`src/rtl/fetch_pkg.sv`:
```
`default_nettype none
// ============================================================================
// Module      : fetch_pkg
// Description : Shared definitions for the instruction-fetch PC controller:
//               default widths and reset/halt values, and the fetch FSM
//               state encoding.
// Revision    : 1.0 - initial release
// ============================================================================
package fetch_pkg;

    // Default PC / branch-target width (word address)
    localparam int          PKG_PC_W      = 32;
    // Default PC loaded on reset
    localparam logic [31:0] PKG_RESET_PC  = 32'd0;
    // Default instruction word that stops fetch
    localparam logic [31:0] PKG_HALT_WORD = 32'h89AB_CDEF;

    // Width of the IF/ID flush down-counter (supports 1..7 flush cycles)
    localparam int          FLUSH_CNT_W   = 3;

    // Fetch FSM state encoding
    localparam logic [1:0]  c_RUN   = 2'd0;
    localparam logic [1:0]  c_STALL = 2'd1;
    localparam logic [1:0]  c_FLUSH = 2'd2;
    localparam logic [1:0]  c_HALT  = 2'd3;

endpackage
`default_nettype wire

```
`src/rtl/fetch_flush_counter.sv`:
```
`default_nettype none
// ============================================================================
// Module      : fetch_flush_counter
// Description : 3-bit down-counter that times the IF/ID flush window after a
//               redirect. Load has priority over decrement; decrement stops
//               at zero.
// Ports       : clk       - rising-edge clock
//               rst       - synchronous active-high reset (count -> 0)
//               i_load    - load i_loadVal
//               i_loadVal - reload value
//               i_dec     - decrement by one
//               o_done    - the next decrement takes the count to zero
// Revision    : 1.0 - initial release
// ============================================================================
module fetch_flush_counter
    import fetch_pkg::*;
(
    input  logic                   clk,
    input  logic                   rst,
    input  logic                   i_load,
    input  logic [FLUSH_CNT_W-1:0] i_loadVal,
    input  logic                   i_dec,
    output logic                   o_done
);

    logic [FLUSH_CNT_W-1:0] r_count;

    always_ff @(posedge clk) begin
        if (rst) begin
            r_count <= '0;
        end else if (i_load) begin
            r_count <= i_loadVal;
        end else if (i_dec && (r_count != '0)) begin
            r_count <= r_count - FLUSH_CNT_W'(1);
        end
    end

    // Flagged one cycle early so the FSM can leave FLUSH on the 1->0 edge
    assign o_done = (r_count == FLUSH_CNT_W'(1));

endmodule
`default_nettype wire

```
`src/rtl/fetch_pc_controller.sv`:
```
`default_nettype none
// ============================================================================
// Module      : fetch_pc_controller
// Description : Instruction-fetch sequencer. Owns the word-addressed PC and
//               applies load-use stalls, branch redirects with IF/ID flush,
//               halt-sentinel detection and PC range checking. Counts the
//               instructions accepted into IF/ID.
// Ports       : clk           - rising-edge clock
//               reset         - synchronous active-high reset
//               stall_req     - load-use hazard; hold PC and IF/ID
//               branch_taken  - resolved branch/jump pulse
//               branch_target - redirect word address
//               instr_in      - instruction fetched for last cycle's PC
//               pc_out        - PC to the fetch unit (registered)
//               if_id_en      - IF/ID load enable
//               if_id_flush   - IF/ID clear (bubble)
//               halted        - fetch stopped (registered)
//               fault         - sticky out-of-range PC flag (registered)
//               fetch_count   - accepted-instruction count, wraps (registered)
// Revision    : 1.0 - initial release
// ============================================================================
module fetch_pc_controller
    import fetch_pkg::*;
#(
    parameter int               PC_W         = PKG_PC_W,
    parameter int unsigned      IMEM_DEPTH   = 32,
    parameter logic [PC_W-1:0]  RESET_PC     = PC_W'(PKG_RESET_PC),
    parameter int unsigned      FLUSH_CYCLES = 1,
    parameter logic [31:0]      HALT_WORD    = PKG_HALT_WORD
)(
    input  logic            clk,
    input  logic            reset,
    input  logic            stall_req,
    input  logic            branch_taken,
    input  logic [PC_W-1:0] branch_target,
    input  logic [31:0]     instr_in,
    output logic [PC_W-1:0] pc_out,
    output logic            if_id_en,
    output logic            if_id_flush,
    output logic            halted,
    output logic            fault,
    output logic [31:0]     fetch_count
);

    localparam logic [PC_W-1:0] c_DEPTH = PC_W'(IMEM_DEPTH);

    logic [1:0]      r_state;
    logic [PC_W-1:0] r_pc;
    logic            r_postReset;
    logic            r_halted;
    logic            r_fault;
    logic [31:0]     r_fetchCount;

    logic [PC_W-1:0] w_pcPlus1;
    logic            w_seqFault;
    logic            w_tgtFault;
    logic            w_haltSeen;
    logic            w_ifIdEn;
    logic            w_ifIdFlush;
    logic            w_flushLoad;
    logic            w_flushDec;
    logic            w_flushDone;

    assign w_pcPlus1  = r_pc + PC_W'(1);
    // An all-ones PC wraps to 0 on increment; that wrap is itself a fault
    assign w_seqFault = (r_pc == '1) || (w_pcPlus1 >= c_DEPTH);
    assign w_tgtFault = (branch_target >= c_DEPTH);
    assign w_haltSeen = (instr_in == HALT_WORD);

    // The halt sentinel is bubbled out of IF/ID on the cycle it is seen,
    // and the first cycle after reset carries no valid instruction.
    assign w_ifIdEn    = (r_state == c_RUN) || (r_state == c_FLUSH);
    assign w_ifIdFlush = (r_state == c_FLUSH) ||
                         ((r_state == c_RUN) && (r_postReset || w_haltSeen));

    assign w_flushLoad = branch_taken && !w_tgtFault;
    assign w_flushDec  = (r_state == c_FLUSH) && !branch_taken && !w_seqFault;

    fetch_flush_counter u_flushCounter (
        .clk       (clk),
        .rst       (reset),
        .i_load    (w_flushLoad),
        .i_loadVal (FLUSH_CNT_W'(FLUSH_CYCLES)),
        .i_dec     (w_flushDec),
        .o_done    (w_flushDone)
    );

    always_ff @(posedge clk) begin
        if (reset) begin
            r_state      <= c_RUN;
            r_pc         <= RESET_PC;
            r_postReset  <= 1'b1;
            r_halted     <= 1'b0;
            r_fault      <= 1'b0;
            r_fetchCount <= 32'd0;
        end else begin
            r_postReset <= 1'b0;

            if (w_ifIdEn && !w_ifIdFlush) begin
                r_fetchCount <= r_fetchCount + 32'd1;
            end

            if (branch_taken) begin
                // Redirect wins over everything, including HALT: the halt
                // word may have been fetched down the wrong path.
                if (w_tgtFault) begin
                    r_fault  <= 1'b1;
                    r_state  <= c_HALT;
                    r_halted <= 1'b1;
                end else begin
                    r_pc     <= branch_target;
                    r_state  <= c_FLUSH;
                    r_halted <= 1'b0;
                end
            end else if (r_state != c_HALT) begin
                if (w_seqFault) begin
                    r_fault  <= 1'b1;
                    r_state  <= c_HALT;
                    r_halted <= 1'b1;
                end else if ((r_state == c_RUN) && w_haltSeen) begin
                    r_state  <= c_HALT;
                    r_halted <= 1'b1;
                end else if ((r_state != c_FLUSH) && stall_req) begin
                    r_state <= c_STALL;
                end else begin
                    r_pc <= w_pcPlus1;
                    if ((r_state != c_FLUSH) || w_flushDone) begin
                        r_state <= c_RUN;
                    end
                end
            end
        end
    end

    assign pc_out      = r_pc;
    assign if_id_en    = w_ifIdEn;
    assign if_id_flush = w_ifIdFlush;
    assign halted      = r_halted;
    assign fault       = r_fault;
    assign fetch_count = r_fetchCount;

endmodule
`default_nettype wire

```
`config.mk`:
```
export PLATFORM = sky130hd
export DESIGN_NAME = fetch_pc_controller
export DESIGN_NICKNAME = d
export VERILOG_FILES = /design/src/rtl/fetch_pkg.sv /design/src/rtl/fetch_flush_counter.sv /design/src/rtl/fetch_pc_controller.sv
export SDC_FILE = /design/constraint.sdc
export NUM_CORES = 1
export LEC_CHECK = 0
export CAP_MARGIN = 20
export CORE_MARGIN = 3
export CORE_UTILIZATION = 35
export CTS_CLUSTER_SIZE = 8
export DETAILED_ROUTE_END_ITERATION = 16
export GPL_TIMING_DRIVEN = 0
export PLACE_DENSITY_LB_ADDON = 0.3
export SYNTH_ARGS = -nofsm -noshare
export SYNTH_HDL_FRONTEND = slang
export SYNTH_SLANG_ARGS = --single-unit
```
`constraint.sdc`:
```
create_clock -name clk -period 3.8 [get_ports clk]
set_clock_uncertainty 0.2 [all_clocks]
set_input_delay 0.57 -clock clk [delete_from_list [all_inputs] [get_ports clk]]
set_output_delay 0.57 -clock clk [all_outputs]
set_load 0.01 [all_outputs]
```
# --- Yosys cells after proc, flatten, opt, wreduce, memory -nomap -nowiden ---
# Cells that the tools add are included.
totals:
  reg_bits: 72
  input_bits: 68
  elab_cells: 78
  output_inout_bits: 68
op_classes:
  reduce_logical: 29
  addsub: 3
  eq_ne: 11
  muxes: 25
  n_lt_le_gt_ge: 2
op_table:
  columns: ["op", "count"]
  rows:
  - ["32-bit two-way mux", 6]
  - ["32-bit by 1-bit adder with 32-bit output, second input constant", 2]
  - ["32-bit == test, second input constant", 2]
  - ["32-bit by 6-bit greater-or-equal comparator with 1-bit output, second input constant", 2]
  - ["1-bit two-way mux", 13]
  - ["2-bit two-way mux", 6]
  - ["2-bit inequality test, second input constant", 6]
  - ["1-bit logical AND", 8]
  - ["2-bit nonzero test", 3]
  - ["3-bit nonzero test", 2]
  - ["1-bit logical OR", 5]
  - ["5-bit AND reduction", 1]
  - ["5-bit nonzero test", 1]
  - ["1-bit logical NOT", 4]
  - ["2-bit AND reduction", 2]
  - ["3-bit by 1-bit == test with 1-bit output, second input constant", 1]
  - ["3-bit AND reduction", 1]
  - ["3-bit by 1-bit subtractor with 3-bit output, second input constant", 1]
  - ["2-bit == test, second input constant", 1]
  - ["2-bit logical NOT", 1]
  - ["2-bit by 1-bit inequality test with 1-bit output, second input constant", 1]
  - ["2-bit OR reduction", 1]

# --- Logic depth before layout (Yosys ltp) ---
# Gate-level depths: netlist of the first run.
logic_depth:
  word_depth: 8
  depth_mapped: 11
  mapped_depth_nobuf: 9

# --- Modules after synthesis ---
# A second synthesis of the first run with hierarchy kept.
unflattened:
  cells_unflattened: 435
  area_unflattened_um2: 3832.4
by_module_without_submodules:
  columns: ["mod", "area_each_um2", "n_inst", "seq_area_each_um2", "cells_per_inst"]
  rows:
  - ["fetch_pc_controller", 3589.7, 1, 1381.3, 410]
  - ["fetch_flush_counter", 242.7, 1, 60.1, 25]

# --- Least setup slack after synthesis of the first run ---
# No wires, ideal clock.
synth_timing:
  kind: "reg-to-reg"
  from: "register r_pc[0], in the netlist pc_out[0]"
  to: "register r_pc[10], in the netlist pc_out[10]"
  path_stages_with_launch: 12
  setup_time_ns: 0.115
  arrival_time_ns: 3.224
  n_path_buf: 2
  slack_ns: 0.261
  period_less_slack_ns: 3.539
  required_time_ns: 3.485
  cell_sequence: "dfxtp_1 > ha_1 > or4b_1 > a211o_1 > a211o_1 > or4_1 > nor4b_4 > a41oi_2 > nor2b_4 > buf_6 > buf_6 > and2_1"
synth_between:
  elab_chain_cells: 6
  elab_cells_between_ends: 11
  cone_classes: "add/sub (1); order compare (1); eq/ne (2); mux (5); reduce/logical (2)"
synth_lines:
  columns: ["element", "line_no", "text"]
  rows:
  - ["from (decl)", "fetch_pc_controller.sv:48", "logic [PC_W-1:0] r_pc;"]
  - ["from (signal assigned)", "fetch_pc_controller.sv:111", "r_pc <= branch_target;"]
  - ["from (signal assigned)", "fetch_pc_controller.sv:126", "r_pc <= w_pcPlus1;"]
  - ["branches (longest 6 deep; another with 32-bit by 1-bit adder with 32-bit output)", null, null]
# Several ways; the timed one is not identified. The select of a mux whose other input is x is not followed.
# A chain may end at the register's enable or synchronous reset.

# --- Final worst setup path of the first run ---
layout_timing:
  from: "register r_pc[1], in the netlist pc_out[1]"
  to: "register r_pc[0], in the netlist pc_out[0]"
layout_between:
  elab_chain_cells: 5
  elab_cells_between_ends: 6
  cone_classes: "add/sub (1); order compare (1); eq/ne (2); reduce/logical (2)"
layout_lines:
  columns: ["element", "line_no", "text"]
  rows:
  - ["32-bit by 1-bit adder with 32-bit output", "fetch_pc_controller.sv:64", "assign w_pcPlus1 = r_pc + PC_W'(1);"]
  - ["32-bit by 6-bit greater-or-equal comparator with 1-bit output", "fetch_pc_controller.sv:66", "assign w_seqFault = (r_pc == '1) || (w_pcPlus1 >= c_DEPTH);"]
  - ["1-bit logical OR (*)", "fetch_pc_controller.sv:66", null]
  - ["2-bit inequality test (no line) (*)", null, null]
  - ["5-bit AND reduction (no line) (*)", null, null]
# Every way passes the cells marked *; elsewhere a longest branch is shown, timed or not.

==> metrics, run 1 <==
I/O pin count=136; Startpoint Class=flop; Avg Inst Size Synth=8.48 sq um; vias in the first global route=3566; CTS Hold Bufs=0; largest net degree at the start of global routing=13; initial antenna violation count=0; max layer used=met4; RSZ-0062 raised after global routing=false; minimum clock period=3640 ps; first-pass GRT wire length=16500 microns; Die X=108 microns; clk slew on worst S/H paths=70 ps; largest family of logic cells by synthesized area=simple AND/OR/NAND/NOR gates; Mapped Cells=431; largest area contributor in the netlist=dfxtp_1; Setup-failing EPs final=0; worst skew pair latency=350 ps; HPWL after DPL=7960 microns; Seq cells post-synth=72; DR WL met2=4790 microns; # diodes=0; synth unique cells=57; cell row count=36; crit path capture=pc_out[0]; syn nets=505; Worst R2R End=pc_out[0]; number of synthesized flops with an enable pin=0; Commonest cells post-synth=dfxtp_1, nor2_1, and2_1, nand2_1, a21oi_1; multiplexer share of the synthesized area=1.16%; Initial Util=36.7%; count leader, synth=dfxtp_1; synth top area cells=dfxtp_1, nor2_1, and2_1; Core ar.=0.00995 sq mm; worst-path fanout max=7; Arrival @ worst endpoint=3700 ps; Reg-to-Reg Start=pc_out[1]; Die Area=0.0117 sq mm; Synth Area in Compound Gates=12.5%; Worst Path Required=3850 ps; Pre-antenna DRT Iters=4; relative slew slack=47.9%; DR DRC count=0; Port Buffers=134; top cell type's share of synthesized area=39.5%; Detailed Route Iter0 Violations=123; clk root buf=clkbuf_8; TritonCTS clock tree=done; fillers=928; Static Leakage=1.87 nW; prevailing post-synth register cell=dfxtp_1; crit path kind=reg -> reg; Synth Warn #=0; Synth-to-Final Area Change=47.7%; Power per Cell Area=282 mW/mm^2; die height=108 microns; status=finished clean; WL/cell=14.4 microns; Nets=655; via count=3698; Seq/Total Area, Yosys=39.5%; Max-Cap Viols=0; Clock Path Buffers=2; GRT overflow=0; Synth Area in Simple Gates=33.4%; RePlAce Congestion=0.833; register area=0.00144 sq mm; R2R depth=10; H-tree Lvls=3; final hold slack=267 ps; CP max stage delay=570 ps; CP startpoint=pc_out[1]; GR Util All Layers=17.4%; footprint of the multi-input gates=0.00207 sq mm; Routed Wire Length=10400 microns; fmax=0.275 GHz; Mapped Area=0.00365 sq mm; length of routed met3 wiring=847 microns; HP Class=reg -> reg; CP max-delay cell=or4_1; asr flop ratio synth=0%; final worst slack=158 ps; final cycle utilization of the critical path=95.8%; ratio of cells with drive above 1 in the final layout=7.51%; final hold viol count=0; PnR Total Power=1.52 mW; Sink Count=72; CP Capture Type=flop; XOR/XNOR Fraction of Synth Area=7.19%; CTS buffer count=9; maximum vdd drop=0.000162 V; Slew @ Worst Pin=775 ps; wl on met1=4620 microns; pre-CTS setup slack=-74.7 ps; Post-Synth Adder-Cell Area=2.05%; Slew Viols, Final=0; Worst path most repeated cell=a211o_1; Routed Antenna Nets=0; Worst R2R Setup Slack=160 ps; vias per cell=5.14; CP Cell Sequence=ha_2, or4b_1, a211o_1, a211o_1, or4_1, nor4b_4, a41oi_2, buf_4, or2_1, o22ai_1
[timing repair]
item,CTS,global route
endpoints found under the setup margin,19,29
pin swaps,1,4
setup buffers,2,3
resized for setup,1,4
gates cloned,0,0
[layout by cell type (no fill, tap or decap), types with 5 or more instances in the layout]
cell	synthesis	layout
o21ai_0	19	18
nand2_1	23	23
clkdlybuf4s50_1	0	134
xnor2_1	16	16
and2_4	5	5
clkbuf_1	11	12
a21oi_1	22	22
nor2_1	43	43
inv_1	20	20
nand3_1	16	16
nand4_1	18	18
nor3_1	12	12
clkbuf_8	0	9
or3_1	11	11
or4_1	6	6
and3_1	14	14
nor4_1	17	16
xor2_1	14	14
dfxtp_1	72	70
ha_1	6	5
and2_1	23	23
buf_4	0	5
[final cells by class]
class	count	area share [%]
sequential	72	26.8
inverter	20	1.39
buffer	15	1.48
timing repair buffer	139	25.5
multi-input combinational	324	38.3
tap	133	3.08
clock buffer	10	2.36
clock inverter	6	1.11
[cell families (layout without fill, tap and decap cells)]
logic type	after synthesis	after routing
AO/OA/AOI/OAI	71	71
XOR/XNOR	30	30
adder cells (fa/ha/maj)	6	6
buffers and inverters	35	190
flip-flops	72	72
multiplexers	4	4
AND/OR/NAND/NOR	213	213
[how the worst min path moves through the flow]
stage	startpoint	to	slack [ps]	depth (start not counted)
6_report	halted	halted	270	2
5_1_grt	halted	halted	290	2
4_1_cts	halted	halted	270	2
3_5_place_dp	halted	halted	250	2
3_3_place_gp	halted	halted	240	2
2_1_floorplan	u_flushCounter.r_count[2]	u_flushCounter.r_count[2]	250	2
[state kept, by name, indices dropped and copies added, names as in the netlist]
name,flops
r_postReset,1
halted,1
r_state,2
u_flushCounter.r_count,3
pc_out,32
fetch_count,32
fault,1
[worst max-delay path, delay by kind of cell (launching register included)]
family | cells | cell delay (ps)
compound gates | 4 | 910
simple gates | 4 | 1650
buf+inv | 1 | 180
fa+ha+maj | 1 | 240
flops | 1 | 380
[report_power, final]
part	switching [mW]	internal (mW)	total, mW
Combinational	0.0585	0.102	0.160
Sequential	0.0112	0.763	0.775
Clock	0.289	0.300	0.588
[through the flow]
step                      utilization, %  std cells  TNS [ps]  cell area [sq um]
after CTS                           53.9        716         0               5370
after floorplan                        -        431         0               3650
after global placement              51.8        698      -446               5160
after detailed placement            51.8        698     -1250               5160
after global routing                54.2        719         0               5400
final                               54.2        719         0               5400
[layer usage]
layer,vias up,track usage [%]
met1,1705,22.3
met4,0,4.51
li1,1866,-
met5,-,0
met2,119,29.0
met3,8,4.90
Note: power is estimated with default switching activity, not from simulation.
==> inputs of run 2 (changes only) <==
- GPL_TIMING_DRIVEN: 0 -> unset
==> metrics, run 2 (same netlist as run 1, synthesis figures left out) <==
met3 Use GR=5.37%; relative slew slack=47.5%; Arrival @ worst endpoint=3540 ps; Clock Path Buffers=2; HPWL after DPL=7770 microns; Die Area=0.0117 sq mm; DR DRC count=0; clk root buf=clkbuf_8; maximum vdd drop=0.000159 V; H-tree Lvls=3; GR Util All Layers=17.0%; Core ar.=0.00995 sq mm; RSZ-0062 raised after global routing=false; RePlAce Congestion=0.825; Slew @ Worst Pin=781 ps; post-route cell area=0.00537 sq mm; vias per cell=5.20; # diodes=0; vias in the first global route=3370; met1 Use GR=22.0%; fmax=0.287 GHz; TritonCTS clock tree=done; Setup-failing EPs final=0; placed instance area=0.00517 sq mm; CP max-delay cell=or4_1; Placed Instances=694; cell row count=36; status=finished clean; commonest cells after routing, fill and taps aside=clkdlybuf4s50_1, dfxtp_1, nor2_1, nand2_1, and2_1; CP Capture Type=flop; final hold viol count=0; Non-Filler Instances=709; worst skew pair latency=350 ps; most common cell after layout, fill and taps aside=clkdlybuf4s50_1; via count=3686; post-CTS setup buffers=0; Routed Wire Length=10200 microns; worst-path fanout max=5; footprint of the multi-input gates=0.00206 sq mm; CP Cell Sequence=ha_1, or4b_1, a211o_1, a211o_1, or4_1, nor4b_4, a41oi_2, or2_1, o22ai_1; minimum clock period=3490 ps; Sink Count=72; largest net degree at the start of global routing=35; register area=0.00144 sq mm; HP Class=reg -> reg; Detailed Route Iter0 Violations=154; Max-Cap Viols=0; setup_tns=0 ps; Worst path most repeated cell=a211o_1; GR peak layer=met2; Slew Viols, Final=0; Static Leakage=1.88 nW; Startpoint Class=flop; CP max stage delay=570 ps; Worst R2R Setup Slack=310 ps; I/O pin count=136; Initial Util=36.7%; Nets=646; final hold slack=265 ps; Port Buffers=135; clk slew on worst S/H paths=70 ps; CTS buffer count=9; Routed Antenna Nets=0; WL/cell=14.4 microns; Synth-to-Final Area Change=47.0%; final cycle utilization of the critical path=91.8%; first-pass GRT wire length=15900 microns; initial antenna violation count=0; crit path kind=reg -> reg; CTS-repair resized insts=0; met2 usage in global routing=26.6%; CTS Hold Bufs=0; Die X=108 microns; Pre-antenna DRT Iters=4; die height=108 microns; Worst Path Required=3850 ps; GRT overflow=0; Power per Cell Area=289 mW/mm^2; ratio of cells with drive above 1 in the final layout=7.12%; fillers=920
==> run 2: critical path: cells and delay by family (launching register included) <==
kind,cells,cell delay [ps]
and+or+nand+nor,4,1700
DFF,1,320
adders and majority gates,1,200
AOI/OAI and AO/OA,4,980
==> run 2: path summary, 6_finish.rpt <==
check,from,endpoint,cells after the start
worst min register to register,halted,halted,2
worst max register to register,pc_out[0],pc_out[0],9
worst max-delay path,pc_out[0],pc_out[0],9
worst min-delay path,halted,halted,2
==> run 2: area by class of cell <==
cell class,count,area share (%)
multi-input combinational,324,38.3
sequential,72,26.8
clock inverter,3,0.745
timing repair buffer,145,26.6
clock buffer,12,3.07
tap,133,3.10
inverter,20,1.40
==> run 2: metrics by stage <==
step	total power, mW	util [%]	worst slack, ps
finish	1.55	54.0	313
global route	1.62	54.0	78.0
CTS	1.57	54.0	300
detailed placement	0.948	51.9	229
global placement	0.945	51.9	300
floorplan	0.845	-	261
==> run 2: where the power goes <==
group | switching [mW] | total [mW] | internal (mW) | leakage (nW)
combinational | 0.0586 | 0.158 | 0.0994 | 1.19
clock | 0.271 | 0.623 | 0.351 | 0.108
sequential | 0.00875 | 0.772 | 0.763 | 0.582
==> run 2: metal layers <==
layer	vias to the layer above	wire length, microns	share of wire (%)
met4	0	177	1.7
li1	1842	-	-
met5	-	0	0
met3	16	876	8.6
met1	1715	4660	46
met2	113	4480	44
